File: config.mk
export PLATFORM = sky130hd
export DESIGN_NAME = prog_ctr
export DESIGN_NICKNAME = d
export VERILOG_FILES = /design/src/rtl/prog_ctr.sv
export SDC_FILE = /design/constraint.sdc
export NUM_CORES = 1
export LEC_CHECK = 0
export ABC_CLOCK_PERIOD_IN_PS = 2300
export CORE_MARGIN = 1
export CORE_UTILIZATION = 30
export DETAILED_ROUTE_END_ITERATION = 10
export DONT_BUFFER_PORTS = 1
export GPL_TIMING_DRIVEN = 0
export SLEW_MARGIN = 20
export SYNTH_ARGS = -nofsm -noshare
export SYNTH_HDL_FRONTEND = slang
export SYNTH_SLANG_ARGS = --single-unit
File: constraint.sdc
create_clock -name Clk -period 2.3 [get_ports Clk]
set_input_delay 0.115 -clock Clk [delete_from_list [all_inputs] [get_ports Clk]]
set_output_delay 0.115 -clock Clk [all_outputs]
set_load 0.01 [all_outputs]
File: src/rtl/prog_ctr.sv
// Program-counter stage: holds the instruction address, steps or branches it while running,
// and counts retired instructions between Start and Halt.
module prog_ctr #(
    parameter int             D          = 12,
    parameter logic [D-1:0]   START_ADDR = '0,
    parameter int             CNT_W      = 16
) (
    input  logic             Clk,
    input  logic             Reset_n,
    input  logic             Start,
    input  logic             Stall,
    input  logic             BranchEn,
    input  logic [D-1:0]     Target,
    input  logic             Halt,
    output logic [D-1:0]     ProgCtr,
    output logic             Running,
    output logic             Done,
    output logic [CNT_W-1:0] InstCnt
);

    typedef enum logic [1:0] {
        S_IDLE = 2'b00,
        S_RUN  = 2'b01,
        S_DONE = 2'b10
    } state_t;

    state_t           state_q, state_d;
    logic [D-1:0]     pc_q, pc_d;
    logic [CNT_W-1:0] cnt_q, cnt_d;
    logic [CNT_W-1:0] cnt_inc;
    logic             running_q, running_d;
    logic             done_q, done_d;

    // Retire counter sticks at all-ones so long runs never alias to small counts.
    assign cnt_inc = (cnt_q == '1) ? cnt_q : cnt_q + CNT_W'(1);

    always_comb begin
        state_d = state_q;
        pc_d    = pc_q;
        cnt_d   = cnt_q;
        case (state_q)
            S_IDLE, S_DONE: begin
                if (Start) begin
                    state_d = S_RUN;
                    pc_d    = START_ADDR;
                    cnt_d   = '0;
                end
            end
            S_RUN: begin
                if (!Stall) begin
                    cnt_d = cnt_inc;
                    if (Halt) begin
                        state_d = S_DONE;
                    end else if (BranchEn) begin
                        // Equal widths make the add identical to a sign-extended modular add.
                        pc_d = pc_q + Target;
                    end else begin
                        pc_d = pc_q + D'(1);
                    end
                end
            end
            default: state_d = S_IDLE;
        endcase
        running_d = (state_d == S_RUN);
        done_d    = (state_d == S_DONE);
    end

    always_ff @(posedge Clk or negedge Reset_n) begin
        if (!Reset_n) begin
            state_q   <= S_IDLE;
            pc_q      <= '0;
            cnt_q     <= '0;
            running_q <= 1'b0;
            done_q    <= 1'b0;
        end else begin
            state_q   <= state_d;
            pc_q      <= pc_d;
            cnt_q     <= cnt_d;
            running_q <= running_d;
            done_q    <= done_d;
        end
    end

    assign ProgCtr = pc_q;
    assign Running = running_q;
    assign Done    = done_q;
    assign InstCnt = cnt_q;

endmodule

==> impl_metrics.tcl <==
set metrics [dict create \
    worstRegToRegCells 7 \
    timing.hold.ws_ps 54.1 \
    fp.coreArea_um2 6390 \
    swShare_pct 38.8 \
    netlist_area_um2 2000 \
    synth_enable_flop_cells 0 \
    crit_arrival_ps 2320 \
    area_delta_synth_final_pct 12.4 \
    path_cells "ha_1, fa_2, a211oi_2, o21ai_1, a221oi_2, xor2_1, o21ai_0" \
    dp_hpwl_um 3440 \
    fmax_ghz 0.460 \
    antenna_cells 0 \
    drive_gt1_share_pct 7.02 \
    clkSinkCount 32 \
    fin_nets 258 \
    r2r_setup_slack_ps 130 \
    ys_types 38 \
    p_int_mw 1.29 \
    fin_crit_sh_pct 94.5 \
    cts-root-buf "clkbuf_8" \
    hold_violations 0 \
    switchingPower_mw 0.818 \
    p_seq_share_pct 41.6 \
    cts_buffers 5 \
    place_area_um2 2090 \
    power_mw 2.11 \
    fin_skew_ps 8.23 \
    seq_area_frac_synth_pct 40.1 \
    p_clk_share_pct 25.9 \
    path_max_fanout 3 \
    setup_viol 0 \
    drc 0 \
    wl_per_cell_um 15.6 \
    fp.dieArea_um2 6990 \
    dieWidth_um 83.6 \
    design_area_um2 2240 \
    drv_cap 0 \
    cp.required_ps 2440 \
    async_flop_share_pct 100 \
    tightest_slew_ps 565 \
    rsz0062_at_grt "no" \
    p_leak_nw 0.979 \
    crit_type "register to register" \
    slew_violations 0 \
    crit_slowest_cell "dfrtp_1" \
    synth_cells 218 \
    ys.warnings.count 0 \
    via_per_inst 5.30 \
    pwr-share-comb_pct 32.5 \
    rows 29 \
    htree_levels 2 \
    gp_congestion 0.801 \
    startpoint_type "register" \
    end_kind "register" \
    drtAntennaViolNets 0 \
    synth_top_flop_cell "dfrtp_1" \
    grt_pass1_vias 1557 \
    period_minus_slack_ps 2170 \
    max_stage_delay_ps 430 \
    clk_latency_ps 280 \
    clk_pin_slew_ps 80 \
    grt_pass1_wl_um 8020 \
    ys_ff_latch 32 \
    hp-class "input port to register" \
    initial_utilization_pct 31.3 \
    setup-tns-final_ps 0 \
    min_delay_path_depth 2 \
    power_density_nw_per_um2 940 \
    status "completed" \
    antenna_found_initial 0 \
    io_pins 48 \
    cts_tree "yes" \
    first_iter_violations 62 \
    chipHeight_um 83.6 \
    slew_headroom_pct 62.3 \
    portBuffers 0 \
    num_vias 1617 \
    ir_drop_mv 0.386 \
    overflow 0 \
    drt_pass1_iterations 4 \
    syn_nets 249 \
    cts_buffer_depth 2 \
    grt_max_degree 33 \
    grtUsageTotal_pct 14.4 \
    avgSynthCellArea_um2 9.16 \
    wirelength_um 4770 \
]
## synth_stat cells (2+ instances only)
| master | instances | area, um2 |
|---|---|---|
| and4_1 | 4 | 35.0 |
| o21ai_0 | 25 | 125 |
| ha_1 | 12 | 150 |
| nand2_1 | 10 | 37.5 |
| o31ai_1 | 3 | 22.5 |
| a31oi_1 | 2 | 12.5 |
| inv_1 | 5 | 18.8 |
| nor2_1 | 18 | 67.6 |
| nand3_1 | 17 | 85.1 |
| clkbuf_1 | 8 | 30.0 |
| xor2_1 | 10 | 87.6 |
| nor3_1 | 4 | 20.0 |
| and2_1 | 10 | 62.6 |
| a21o_1 | 6 | 45.0 |
| nor4_1 | 2 | 12.5 |
| o211ai_1 | 6 | 45.0 |
| a21oi_1 | 8 | 40.0 |
| nand4_1 | 4 | 25.0 |
| a211oi_1 | 3 | 22.5 |
| nor2b_1 | 2 | 12.5 |
| dfrtp_1 | 32 | 801 |
| and3_1 | 2 | 12.5 |
| nand2b_1 | 3 | 18.8 |
| xnor2_1 | 8 | 70.1 |
## placed cells by master, fill, tap and decap left out, types with 2 or more instances in the layout
cell type / synthesis / routed
a211oi_1: 3 / 2
a21o_1: 6 / 6
a21oi_1: 8 / 8
a31oi_1: 2 / 2
and2_1: 10 / 10
and3_1: 2 / 2
and4_1: 4 / 4
clkbuf_1: 8 / 9
clkbuf_8: 0 / 5
dfrtp_1: 32 / 32
ha_1: 12 / 12
inv_1: 5 / 5
nand2_1: 10 / 10
nand2b_1: 3 / 3
nand3_1: 17 / 17
nand4_1: 4 / 4
nor2_1: 18 / 18
nor2b_1: 2 / 2
nor3_1: 4 / 4
nor4_1: 2 / 2
o211ai_1: 6 / 6
o21ai_0: 25 / 23
o21ai_1: 0 / 2
o31ai_1: 3 / 3
xnor2_1: 8 / 8
xor2_1: 10 / 10
## per-stage QoR
step	setup slack (ps)	utilization (%)	instances
global placement	-56.1	32.8	295
global route	36.0	35.1	305
CTS	11.1	35.0	305
finish	126	35.1	305
floorplan	198	-	218
detailed placement	-73.8	32.8	295
## layer usage
layer / vias up / GRT usage [%] / part of all wire, %
li1: 802 / - / -
met1: 783 / 19.2 / 47
met2: 26 / 22.0 / 46
met3: 6 / 4.75 / 5.4
met4: 0 / 4.47 / 1.2
met5: - / 0 / 0
## cell families (layout without fill, tap and decap cells)
family          Yosys count  in the layout  share of synthesized area [%]
compound gates           58             58                           17.9
xor+xnor                 18             18                           7.89
fa+ha+maj                13             13                           8.52
buf+inv                  13             23                           2.44
flops                    32             32                           40.1
mux                       1              1                          0.564
simple gates             83             83                           22.6
## worst max-delay path, delay by kind of cell (launching register included)
family | cells | cell delay (ps)
AOI/OAI and AO/OA | 4 | 770
xor gates and xnor gates | 1 | 160
adders and majority gates | 2 | 670
DFF | 1 | 430
## flip-flops by register name, summed over array words and instances, names as in the netlist
name / flops
InstCnt: 16
ProgCtr: 12
Done: 1
state_q: 2
Running: 1
## final timing paths
path / start / end
hold / removal: Start / Done
hold reg to reg: ProgCtr[11] / ProgCtr[11]
min in group asynchronous: Reset_n / ProgCtr[5]
setup reg to reg: ProgCtr[0] / ProgCtr[10]
max in group asynchronous: Reset_n / state_q[1]
setup / recovery: ProgCtr[0] / ProgCtr[10]
## final cells by class
cell class	count	area (um2)
fillers	637	4140
flip-flops and latches	32	801
clock buffers	6	72.6
well taps	77	96.3
multi-input cells	173	1160
repair buffers	2	30.0
plain buffers	8	30.0
clock inverters	2	35.0
inverters	5	18.8
## power groups by stage
stage | clock (mW) | sequential (mW) | combinational, mW
final | 0.547 | 0.877 | 0.686
after global routing | 0.592 | 0.905 | 0.777
after CTS | 0.560 | 0.883 | 0.681
after detailed placement | 0 | 0.894 | 0.652
after global placement | 0 | 0.891 | 0.642
after floorplan | 0 | 0.849 | 0.528
## repair_timing
item	in CTS	in global routing
gates resized for setup	2	3
pin swaps	1	0
endpoints found under the hold margin	32	0
buffers inserted	0	0
hold buffers	2	0
cloned	0	0
endpoints found under the setup margin	1	3
Note: power is estimated with default switching activity, not from simulation.
